File: src/rtl/axi_burst_addr_gen.sv
`default_nettype none
// ============================================================================
// Module   : axi_burst_addr_gen
// Purpose  : Expands one AXI AW/AR-style request (addr, len, size, burst, id)
//            into a per-beat descriptor stream: beat address, byte-lane
//            strobe, beat index and last flag. Supports FIXED, INCR and WRAP
//            bursts; illegal requests are dropped with a one-cycle err pulse.
// Options  : AXI_4K_CHECK_EN - when defined, INCR bursts crossing a 4 KB page
//            boundary are treated as illegal (constant false when
//            ADDR_WIDTH < 13).
// Ports    : axi_tb_ACLK   - clock
//            axi_tb_ARESET - synchronous active-high reset
//            req_*         - request channel (valid/ready handshake)
//            beat_*        - beat descriptor channel (valid/ready handshake)
//            err           - one-cycle pulse, illegal request dropped
//            busy          - burst in progress
// Revision : 1.0 - initial release
// ============================================================================
module axi_burst_addr_gen #(
    parameter int ADDR_WIDTH   = 16,
    parameter int DATA_WIDTH   = 32,
    parameter int LEN_WIDTH    = 8,
    parameter int SIZE_WIDTH   = 3,
    parameter int BURST_WIDTH  = 2,
    parameter int ID_WIDTH     = 4,
    parameter int STROBE_WIDTH = DATA_WIDTH / 8
) (
    input  logic                    axi_tb_ACLK,
    input  logic                    axi_tb_ARESET,
    input  logic                    req_valid,
    output logic                    req_ready,
    input  logic [ID_WIDTH-1:0]     req_id,
    input  logic [ADDR_WIDTH-1:0]   req_addr,
    input  logic [LEN_WIDTH-1:0]    req_len,
    input  logic [SIZE_WIDTH-1:0]   req_size,
    input  logic [BURST_WIDTH-1:0]  req_burst,
    output logic                    beat_valid,
    input  logic                    beat_ready,
    output logic [ID_WIDTH-1:0]     beat_id,
    output logic [ADDR_WIDTH-1:0]   beat_addr,
    output logic [STROBE_WIDTH-1:0] beat_strb,
    output logic [LEN_WIDTH-1:0]    beat_idx,
    output logic                    beat_last,
    output logic                    err,
    output logic                    busy
);

    localparam logic [BURST_WIDTH-1:0] C_FIXED    = BURST_WIDTH'(0);
    localparam logic [BURST_WIDTH-1:0] C_INCR     = BURST_WIDTH'(1);
    localparam logic [BURST_WIDTH-1:0] C_WRAP     = BURST_WIDTH'(2);
    localparam logic [BURST_WIDTH-1:0] C_RSVD     = BURST_WIDTH'(3);
    // Largest legal AxSIZE: a beat may not be wider than the data bus.
    localparam logic [SIZE_WIDTH-1:0]  C_MAX_SIZE = SIZE_WIDTH'($clog2(STROBE_WIDTH));
    // Mask selecting the byte-lane part of an address.
    localparam logic [ADDR_WIDTH-1:0]  C_LANE_MASK = ADDR_WIDTH'(STROBE_WIDTH - 1);

    typedef enum logic [1:0] {
        S_IDLE  = 2'd0,
        S_BURST = 2'd1,
        S_ERR   = 2'd2
    } state_t;

    state_t                  r_state;
    logic                    r_req_ready;
    logic                    r_beat_valid;
    logic [ID_WIDTH-1:0]     r_beat_id;
    logic [ADDR_WIDTH-1:0]   r_beat_addr;
    logic [STROBE_WIDTH-1:0] r_beat_strb;
    logic [LEN_WIDTH-1:0]    r_beat_idx;
    logic                    r_beat_last;
    logic                    r_err;
    logic                    r_busy;
    // Latched request fields used while the burst runs.
    logic [ADDR_WIDTH-1:0]   r_start;
    logic [LEN_WIDTH-1:0]    r_len;
    logic [SIZE_WIDTH-1:0]   r_size;
    logic [BURST_WIDTH-1:0]  r_burst;

    // ------------------------------------------------------------------
    // Byte-lane strobe for a beat at address a with 2^sz bytes per beat.
    // Lanes run from the address lane up to the end of the aligned beat,
    // which trims the leading lanes of an unaligned first INCR beat.
    // ------------------------------------------------------------------
    function automatic logic [STROBE_WIDTH-1:0] f_strb(
        input logic [ADDR_WIDTH-1:0] a,
        input logic [SIZE_WIDTH-1:0] sz
    );
        logic [ADDR_WIDTH-1:0] v_bmask;
        logic [ADDR_WIDTH-1:0] v_lo;
        logic [ADDR_WIDTH-1:0] v_hi;
        v_bmask = (ADDR_WIDTH'(1) << sz) - ADDR_WIDTH'(1);
        v_lo    = a & C_LANE_MASK;
        v_hi    = (a & ~v_bmask & C_LANE_MASK) + v_bmask;
        for (int i = 0; i < STROBE_WIDTH; i++) begin
            f_strb[i] = (ADDR_WIDTH'(i) >= v_lo) && (ADDR_WIDTH'(i) <= v_hi);
        end
    endfunction

    // ------------------------------------------------------------------
    // Request legality check (evaluated on the incoming request fields)
    // ------------------------------------------------------------------
    logic                  w_accept;
    logic [ADDR_WIDTH-1:0] w_req_bmask;
    logic                  w_size_bad;
    logic                  w_wrap_len_ok;
    logic                  w_wrap_bad;
    logic                  w_4k_cross;
    logic                  w_illegal;

    assign w_accept      = req_valid && r_req_ready;
    assign w_req_bmask   = (ADDR_WIDTH'(1) << req_size) - ADDR_WIDTH'(1);
    assign w_size_bad    = req_size > C_MAX_SIZE;
    assign w_wrap_len_ok = (req_len == LEN_WIDTH'(1)) || (req_len == LEN_WIDTH'(3)) ||
                           (req_len == LEN_WIDTH'(7)) || (req_len == LEN_WIDTH'(15));
    assign w_wrap_bad    = (req_burst == C_WRAP) &&
                           (!w_wrap_len_ok || ((req_addr & w_req_bmask) != '0));
    assign w_illegal     = (req_burst == C_RSVD) || w_size_bad || w_wrap_bad || w_4k_cross;

`ifdef AXI_4K_CHECK_EN
    generate
        if (ADDR_WIDTH >= 13) begin : g_4k_chk
            // Extended width so the byte count and end address never overflow
            // before the page comparison; running past the top of the address
            // space therefore also counts as a page crossing.
            localparam int C_EXT = ADDR_WIDTH + LEN_WIDTH + 8;
            logic [C_EXT-1:0] w_start_al;
            logic [C_EXT-1:0] w_bytes;
            logic [C_EXT-1:0] w_last_byte;
            assign w_start_al  = C_EXT'(req_addr & ~w_req_bmask);
            assign w_bytes     = (C_EXT'(req_len) + C_EXT'(1)) << req_size;
            assign w_last_byte = w_start_al + w_bytes - C_EXT'(1);
            assign w_4k_cross  = (req_burst == C_INCR) &&
                                 ((w_last_byte >> 12) != (C_EXT'(req_addr) >> 12));
        end else begin : g_4k_off
            assign w_4k_cross = 1'b0;
        end
    endgenerate
`else
    assign w_4k_cross = 1'b0;
`endif

    // ------------------------------------------------------------------
    // Next-beat address arithmetic (from the currently presented beat)
    // ------------------------------------------------------------------
    logic [ADDR_WIDTH-1:0] w_b;
    logic [ADDR_WIDTH-1:0] w_bmask;
    logic [ADDR_WIDTH-1:0] w_incr_nxt;
    logic [ADDR_WIDTH-1:0] w_wrap_bytes;
    logic [ADDR_WIDTH-1:0] w_wrap_lo;
    logic [ADDR_WIDTH-1:0] w_wrap_sum;
    logic [ADDR_WIDTH-1:0] w_wrap_nxt;
    logic [ADDR_WIDTH-1:0] w_addr_nxt;
    logic [LEN_WIDTH-1:0]  w_idx_nxt;

    assign w_b          = ADDR_WIDTH'(1) << r_size;
    assign w_bmask      = w_b - ADDR_WIDTH'(1);
    // INCR realigns after the first beat, so an unaligned start only
    // affects beat 0. Overflow wraps silently at the top of the space.
    assign w_incr_nxt   = (r_beat_addr & ~w_bmask) + w_b;
    // WRAP window: total burst bytes, aligned down from the start address.
    assign w_wrap_bytes = (ADDR_WIDTH'(r_len) + ADDR_WIDTH'(1)) << r_size;
    assign w_wrap_lo    = r_start & ~(w_wrap_bytes - ADDR_WIDTH'(1));
    assign w_wrap_sum   = r_beat_addr + w_b;
    assign w_wrap_nxt   = (w_wrap_sum == (w_wrap_lo + w_wrap_bytes)) ? w_wrap_lo : w_wrap_sum;
    assign w_idx_nxt    = r_beat_idx + LEN_WIDTH'(1);

    always_comb begin
        w_addr_nxt = r_beat_addr;
        case (r_burst)
            C_FIXED: w_addr_nxt = r_beat_addr;
            C_INCR:  w_addr_nxt = w_incr_nxt;
            C_WRAP:  w_addr_nxt = w_wrap_nxt;
            default: w_addr_nxt = r_beat_addr;
        endcase
    end

    // ------------------------------------------------------------------
    // Control FSM with registered outputs
    // ------------------------------------------------------------------
    always_ff @(posedge axi_tb_ACLK) begin
        if (axi_tb_ARESET) begin
            r_state      <= S_IDLE;
            r_req_ready  <= 1'b1;
            r_beat_valid <= 1'b0;
            r_beat_id    <= '0;
            r_beat_addr  <= '0;
            r_beat_strb  <= '0;
            r_beat_idx   <= '0;
            r_beat_last  <= 1'b0;
            r_err        <= 1'b0;
            r_busy       <= 1'b0;
            r_start      <= '0;
            r_len        <= '0;
            r_size       <= '0;
            r_burst      <= '0;
        end else begin
            case (r_state)
                S_IDLE: begin
                    r_err <= 1'b0;
                    if (w_accept) begin
                        r_start     <= req_addr;
                        r_len       <= req_len;
                        r_size      <= req_size;
                        r_burst     <= req_burst;
                        r_beat_id   <= req_id;
                        r_req_ready <= 1'b0;
                        if (w_illegal) begin
                            r_state <= S_ERR;
                            r_err   <= 1'b1;
                        end else begin
                            r_state      <= S_BURST;
                            r_busy       <= 1'b1;
                            r_beat_valid <= 1'b1;
                            r_beat_addr  <= req_addr;
                            r_beat_strb  <= f_strb(req_addr, req_size);
                            r_beat_idx   <= '0;
                            r_beat_last  <= (req_len == '0);
                        end
                    end
                end
                S_BURST: begin
                    if (beat_ready) begin
                        if (r_beat_last) begin
                            // Return to idle; req_ready rises only after
                            // this edge, so no same-cycle re-accept.
                            r_state      <= S_IDLE;
                            r_beat_valid <= 1'b0;
                            r_beat_last  <= 1'b0;
                            r_busy       <= 1'b0;
                            r_req_ready  <= 1'b1;
                        end else begin
                            r_beat_addr <= w_addr_nxt;
                            r_beat_strb <= f_strb(w_addr_nxt, r_size);
                            r_beat_idx  <= w_idx_nxt;
                            r_beat_last <= (w_idx_nxt == r_len);
                        end
                    end
                end
                S_ERR: begin
                    r_state     <= S_IDLE;
                    r_err       <= 1'b0;
                    r_req_ready <= 1'b1;
                end
                default: begin
                    r_state      <= S_IDLE;
                    r_req_ready  <= 1'b1;
                    r_beat_valid <= 1'b0;
                    r_beat_last  <= 1'b0;
                    r_err        <= 1'b0;
                    r_busy       <= 1'b0;
                end
            endcase
        end
    end

    assign req_ready  = r_req_ready;
    assign beat_valid = r_beat_valid;
    assign beat_id    = r_beat_id;
    assign beat_addr  = r_beat_addr;
    assign beat_strb  = r_beat_strb;
    assign beat_idx   = r_beat_idx;
    assign beat_last  = r_beat_last;
    assign err        = r_err;
    assign busy       = r_busy;

endmodule
`default_nettype wire

File: config.mk
export PLATFORM = sky130hd
export DESIGN_NAME = axi_burst_addr_gen
export DESIGN_NICKNAME = d
export VERILOG_FILES = /design/src/rtl/axi_burst_addr_gen.sv
export SDC_FILE = /design/constraint.sdc
export NUM_CORES = 1
export LEC_CHECK = 0
export ABC_CLOCK_PERIOD_IN_PS = 6770
export BUFFER_PORTS_ARGS = -buffer_cell sky130_fd_sc_hd__buf_2
export CORE_ASPECT_RATIO = 0.5
export CORE_UTILIZATION = 55
export DETAILED_ROUTE_END_ITERATION = 8
export GPL_TIMING_DRIVEN = 0
export PLACE_DENSITY = 0.9
export SLEW_MARGIN = 20
export SYNTH_ARGS = -nofsm -noshare
export SYNTH_HDL_FRONTEND = slang
export SYNTH_SLANG_ARGS = --single-unit
File: constraint.sdc
create_clock -name axi_tb_ACLK -period 6.77 [get_ports axi_tb_ACLK]
set_clock_uncertainty 0.2 [all_clocks]
set_input_delay 2.031 -clock axi_tb_ACLK [delete_from_list [all_inputs] [get_ports axi_tb_ACLK]]
set_output_delay 2.031 -clock axi_tb_ACLK [all_outputs]
set_load 0.01 [all_outputs]
==> impl_summary.md, run 1 <==
CTS
The clock latency on the worst-skew pair is about 350 ps. The number of buffers between clock root and the deepest sink is 2. The clock slew at the register clock pins of the worst setup and hold paths is 60 ps.

The clock net in this run drives a total of 67 sinks. The clock tree root buffer cell is clkbuf_16. In this run, CTS created clock tree buffers numbering 9. The maximum level of the CTS H-tree is 3. TritonCTS built the clock tree.

Floorplanning
The area of the die is between 0.01 and 0.015 mm². For this configuration, the core starts out at a cell density of 0.5748. The top-level port count is 74. The row count is 29. The width of the die is about 170 µm. The die is approximately 84 µm tall. The core region is roughly 0.013 mm².

Timing
The worst setup slack after layout is about 180 ps. Measured against its own limit, the worst slew margin works out to 0.3702. The share of the clock period used by the worst path after layout is 0.9738. The count of endpoints failing hold in the final timing report is 0. The clock period minus worst slack is 6593 ps. The final-report setup violation count is 0.

At the pin with the least slew margin, the transition time is about 940 ps. The total count of max-transition violations in the final report is 0. Static timing analysis puts the maximum clock frequency at about 150 MHz.

Worst setup path
The largest fanout on the critical path is 10. The startpoint-to-endpoint class of the critical path is flop to flop. The reg-to-reg startpoint is r_size[0]. The slowest stage cell on the critical path is clkbuf_1. The capturing point of the worst reg2reg path is beat_strb[1]. The cell type group with the largest total delay on the critical path is simple AND/OR/NAND/NOR gates. The number of cells on the worst reg-to-reg path is 30. STA classifies the critical path startpoint as a flop. The required time of the worst setup path is about 6800 ps. Data arrives at the worst endpoint at ~6600 ps. The critical path contains buffers and inverters numbering 4 combined. The cell occurring most often along the worst timing path is nand2_1. The longest individual stage delay on the worst path is 500 ps. Setup slack on the worst reg-to-reg path comes out at between 150 and 200 ps. The worst setup path is captured at a flop.

Power and ir drop
Of the total power, the share spent switching nets is 0.4110. The clock share of power is 0.294. The internal portion of the total power is roughly 0.9 mW. Overall power consumption after layout is estimated at 1.544 mW. The switching power is 0.6346 mW.

The sequential share of power is 0.288. The worst ir drop on vdd is about 0.00011 V. Of the total power, combinational logic draws 0.418.

The ratio of total power to cell area is 170.7 mW/mm². The analysis attributes to cell leakage a power of between 3 and 4 nW.

Detailed routing
After detailed routing, the average wire length per cell comes to around 21 µm. The number of violations reported at the end of detailed-routing iteration 0 is between 1000 and 1500. In the routed layout, each cell is associated on average with a via count of a little under 7. The first TritonRoute pass finished after 9 iterations. The final wirelength is around 28000 µm. For this run, design rule violations remaining after detail routing come to 1. The number of routed nets with antenna violations is 0.

The routed layout has 8998 vias.

Worst hold path
The capture endpoint of the worst hold path is r_start[8]. The worst hold path passes through 2 cells. The type of the most critical hold path is flop to flop. The worst hold path begins at r_start[8].

Logic synthesis
Counting flops with a built-in enable in the synthesized netlist gives 0. The number of instances in the synthesized netlist is 1046. The portion of the post-synthesis area used by sequential elements is 0.1807.

The count of state elements after synthesis is between 60 and 70. The most frequently used flop master after synthesis is dfxtp_1. For this run, asynchronously set or reset flops after synthesis account for 0. In this run, distinct cell masters in the synthesized netlist total slightly above 100. In this run the mean area of a mapped cell was a little over 7 µm². The Yosys warning count is 0. In this run the cell area of the synthesized design comes to about 0.0074 mm².

Run status
The run finished, with violations left. The final reports fail on DRC.

Place
During placement, the flow inserted port buffers numbering 72. Counting tap cells, the placed design contains a total of about 1300 instances. The final weighted congestion in routability-driven placement is approximately 1.0.

The HPWL after detailed placement is approximately 21000 µm. The post-placement setup slack is -1305 ps.

Global routing
The global-route wire length before repair is about 44000 µm. Entering global routing, the biggest net connects 14 pins. The total congestion overflow after global routing is 0. The via count of the first global-routing pass is between 8000 and 9000. For this run, the total global-route usage over all layers was measured as 0.3992. The initial antenna violation count is 1.

Final layout
The final core area utilization is 0.7004. 0 antenna diodes ended up in the layout. Leaving out fill and tap cells, the most frequent cells in the layout are 144 x nand2_1, 100 x a21oi_1, 75 x buf_2. The number of non-filler instances in the completed layout is ~1300.

In the final design database the tool counted ~1200 nets. The relative area change from synthesis to final layout is 21.86%. The library cell used most frequently in the layout, excluding fill and tap cells, is nand2_1. In the final layout, the share of cells above drive strength 1 is 0.2081.

Run
Across the run, the number of max-cap violations was 0.
[synthesized netlist by cell type, types with 12 or more instances]
library cell,number,area (µm²)
and3_1,26,162.7
ha_1,30,375.4
nand3_1,32,160.2
and2_1,13,81.33
nor2_1,73,274.0
nand2b_1,19,118.9
dfxtp_1,67,1341
xor2_1,27,236.5
a211oi_1,14,105.1
nand2_1,147,551.8
o21ai_0,63,315.3
nor3_1,32,160.2
inv_1,30,112.6
a21oi_1,103,515.5
nor2b_1,12,75.07
xnor2_1,41,359.1
buf_2,13,65.06
o22ai_1,12,75.07
clkbuf_1,43,161.4
[metal layers]
metal / global-route usage / vias to the layer above / routed length [µm]
li1: - / 4082 / -
met1: 0.5595 / 4265 / 12510
met2: 0.6084 / 568 / 11800
met3: 0.08958 / 81 / 3172
met4: 0.1271 / 2 / 778
met5: 0 / - / 13
[registers in the layout, indices dropped and copies added, names as in the netlist, 3 cells and up]
register	cells
beat_addr	16
beat_idx	8
beat_id	4
r_size	3
r_start	16
beat_strb	4
r_len	8
[kinds of logic (layout without fill, tap and decap cells)]
logic type      after synthesis  in the layout  synth area share
compound gates              330            330            0.3023
xor+xnor                     71             71           0.08780
fa+ha+maj                    32             32           0.05460
buf+inv                     100            211           0.05797
flops                        67             67            0.1807
mux                          12             12           0.01652
other cells                   1              2         0.0005051
simple gates                433            433            0.2996
[stage by stage]
step / setup TNS [ps] / hold slack, ps / cell area [µm²]
final: 0 / 256.3 / 9047
after global routing: -34.40 / 280.4 / 9047
after CTS: 0 / 256.7 / 8810
after detailed placement: -13780 / 248.8 / 8001
after global placement: -10380 / 239.0 / 8001
after floorplan: 0 / 231.7 / 7428
[worst reg2reg max path, delay by kind of cell (launching register included)]
kind	cells	cell delay, ps
compound gates	7	1460
fa+ha+maj	3	710
buf+inv	4	1050
flops	1	380
simple gates	16	2680
[timing repair]
action,CTS,global route
setup endpoints to repair,20,20
hold buffers,0,0
pin swaps,22,21
buffers inserted,17,10
resized for setup,88,46
[worst max path at each step]
stage                   start            to  depth (start not counted)
floorplan           r_size[0]  beat_strb[1]                         30
global placement     r_len[0]  beat_strb[1]                         30
detailed placement  r_size[0]  beat_strb[1]                         31
CTS                 r_size[0]  beat_strb[1]                         30
global route        r_size[0]  beat_strb[2]                         32
finish              r_size[0]  beat_strb[1]                         30
[area by class of cell]
class	instances	area, µm²
clock inverter	7	51.30
tap	170	212.7
multi-input combinational	880	6143
clock buffer	9	225.2
inverter	33	131.4
fill	1130	3870
timing repair buffer	99	563.0
sequential	67	1354
buffer	63	366.6
[power groups by stage]
stage	Clock (mW)	Combinational, mW	Sequential, mW
2_1_floorplan	0	0.374	0.448
3_3_place_gp	0	0.524	0.449
3_5_place_dp	0	0.532	0.449
4_1_cts	0.453	0.589	0.443
5_1_grt	0.471	0.685	0.447
6_report	0.454	0.645	0.445
(Power assumes the default switching activity.)
==> inputs of run 2 (changes only) <==
- BUFFER_PORTS_ARGS: -buffer_cell sky130_fd_sc_hd__buf_2 -> -buffer_cell sky130_fd_sc_hd__buf_4
- MAX_ROUTING_LAYER: default -> met4
==> run 2 against run 1 <==
  * The flow still finishes with violations (DRC)
  * Fmax is 1.2% higher
  * Clock power is 9.5% higher
  * Register-to-register slack gained 80 ps
  * Hold slack got worse by 3.1 ps
  * Total power is 2.9% higher
  * Routed wire length fell by 0.46%
  * Worst setup slack better by 75 ps
  * Largest power group unchanged
==> impl_summary.md, run 2 (synthesis gave the netlist of run 1 again) <==
Floorplanning
From left edge to right edge, the die measures 166.3 µm. The die span in y is between 80 and 90 µm. The initial cell density of the core is 0.5748.

The area of the die is between 0.01 and 0.015 mm². The floorplan has 29 rows. The standard cell core area is approximately 0.013 mm². In this run the count of I/O pins placed on the die edge is 74.

Worst setup path
The required time of the worst setup path is a little under 7000 ps. Following the worst setup path forward leads to its endpoint at beat_strb[1]. The reg-to-reg startpoint is r_len[0]. The slowest stage cell on the critical path is or3_4.

The worst register-to-register path has a depth of 30. STA classifies the critical path startpoint as a flop. The category of the worst setup path capture point is a flop. At the worst endpoint, the arrival time is about 6600 ps. The largest fanout on the critical path is 10.

For this run, the slowest stage of the critical path takes roughly 400 ps. The critical path launch point is r_len[0]. The worst register-to-register path ends at beat_strb[1]. The worst register-to-register path has a setup slack of 250 ps. The startpoint-to-endpoint class of the critical path is flop to flop.

Detailed routing
For this block, the routed nets add up to around 28000 µm of wire. The number of violations reported at the end of detailed-routing iteration 0 is 1135. The number of routed nets with antenna violations is 0. In the routed design, unresolved DRC markers number 1. The total iterations of the first detailed-routing run is 8. After detailed routing, the average wire length per cell comes to 21.24 µm. The post-detailed-route via-to-cell ratio is ~6.7. The via count is 8841.

Worst hold path
Counting instances, the worst hold path has a depth of 2. The worst hold path belongs to the class flop to flop.

CTS
TritonCTS built the clock tree. The number of buffers between clock root and the deepest sink is 2. The clock tree synthesis step divided the H-tree into 3 levels. After clock tree synthesis, the flow added hold-fix buffers numbering 0.

The clock tree root buffer cell is clkbuf_16. The total CTS buffers is 9. The clock latency on the worst-skew pair is 350 ps.

For this design, the sink count on the clock tree is between 60 and 70. Clock-pin slew was measured on the worst setup and hold paths at ~70 ps.

Timing
The worst pin sits at a relative slew slack of 0.4155. At the pin with the least slew margin, the transition time is slightly below 900 ps. The total count of max-transition violations in the final report was 0.

Setup violations remaining at the end of the flow were counted as 0. The clock period could shrink to 6517 ps. The share of the clock period used by the worst path after layout is 0.9627. The final-layout setup total negative slack is 0 ps. The worst setup slack after layout is 252.5 ps. The count of endpoints failing hold in the final timing report is 0. The maximum clock rate is ~150 MHz.

Final layout
The final cell area excluding filler cells is about 0.0092 mm². The number of nets at the end of the flow is 1218. From synthesis to final layout, the design area changed by 23.63%. The share of cells above drive strength 1 is 0.2043. The layout has ~1100 filler cells.

The leading cell type in the layout, fill and taps excluded is nand2_1. The number of antenna repair diodes is 0. The top cell types in the final layout, fill and taps aside, are 144 x nand2_1, 103 x buf_4, 100 x a21oi_1.

Power and ir drop
The switching share of power is 0.3989. The switching power is roughly 0.63 mW. The share of total power dissipated in the clock network is 0.313. The internal portion of the total power is around 0.95 mW. The part of the total power dissipated in combinational logic is 0.407. Of the total power, registers draw 0.281.

Power comes to 1.588 mW. The ratio of total power to cell area is about 170 mW/mm². Summed over all cells, the static leakage comes to roughly 3.5 nW. The worst-case IR drop observed on VDD is 0.0001079 V.

Place
The post-placement cell area is about 0.008 mm². The post-placement setup slack is -1250 ps. The count of buffers added on input and output ports is 72. The congestion estimate from routability-driven global placement came to ~1.1.

After legalization and detailed placement, the total HPWL measured 21570 µm.

Global routing
The via count of the first global-routing pass was between 8000 and 9000. The initial antenna violation count is 0. The total track usage is 0.4107.

Global routing finished with a remaining overflow of 0. The maximum number of pins on one net before global-route repair is 14. The first global-routing pass estimated between 40000 and 50000 µm of wire.

Run
The total of max-cap violations is 0.

Run status
The checks that failed: DRC. The flow ran to the end, but the final reports show violations.
==> run 2: per-stage QoR <==
step	utilization	hold slack, ps	instances
global placement	0.6334	242.7	1289
floorplan	-	231.7	1047
finish	0.7106	253.2	1325
CTS	0.6929	254.0	1317
global route	0.7106	271.3	1325
detailed placement	0.6334	246.6	1289
==> run 2: what timing repair did <==
action                     4_1_cts  5_1_grt
setup buffers                   14        9
setup endpoints to repair       20       20
pin swaps                       21       20
cloned                           0        0
resized for setup               85       38
==> run 2: critical path: cells and delay by family, from the launching register on <==
family          cells  cell delay (ps)
simple gates       16             3350
buf+inv             2              330
flops               1              360
mux                 1              160
fa+ha+maj           3              670
compound gates      8             1310
==> run 2: layer usage <==
| metal | global-route usage | vias up | wire length [µm] |
|---|---|---|---|
| li1 | - | 4069 | - |
| met1 | 0.5522 | 4156 | 12100 |
| met2 | 0.6145 | 552 | 11980 |
| met3 | 0.1028 | 64 | 3479 |
| met4 | 0.1019 | 0 | 584 |
| met5 | - | - | 0 |
==> run 2: worst min path at each step <==
stage	from	endpoint	slack, ps
after floorplan	r_start[11]	r_start[11]	230
after global placement	r_start[10]	r_start[10]	240
after detailed placement	beat_id[0]	beat_id[0]	250
after CTS	r_start[8]	r_start[8]	250
after global routing	r_start[8]	r_start[8]	270
final	r_start[8]	r_start[8]	250
==> run 2: power groups by stage <==
| stage | Sequential [mW] | Combinational (mW) | Clock (mW) |
|---|---|---|---|
| floorplan | 0.448 | 0.374 | 0 |
| global placement | 0.449 | 0.535 | 0 |
| finish | 0.446 | 0.646 | 0.497 |
| global route | 0.448 | 0.687 | 0.512 |
| CTS | 0.443 | 0.594 | 0.491 |
| detailed placement | 0.450 | 0.544 | 0 |
==> run 2: final cells by class <==
type | instances | area (µm²) | share of cell area
multi-input combinational | 880 | 6095 | 0.6640
sequential | 67 | 1350 | 0.1471
timing repair buffer | 95 | 713.2 | 0.07770
buffer | 64 | 377.9 | 0.04117
clock buffer | 9 | 225.2 | 0.02454
tap | 170 | 212.7 | 0.02317
inverter | 33 | 131.4 | 0.01431
clock inverter | 7 | 73.82 | 0.008043
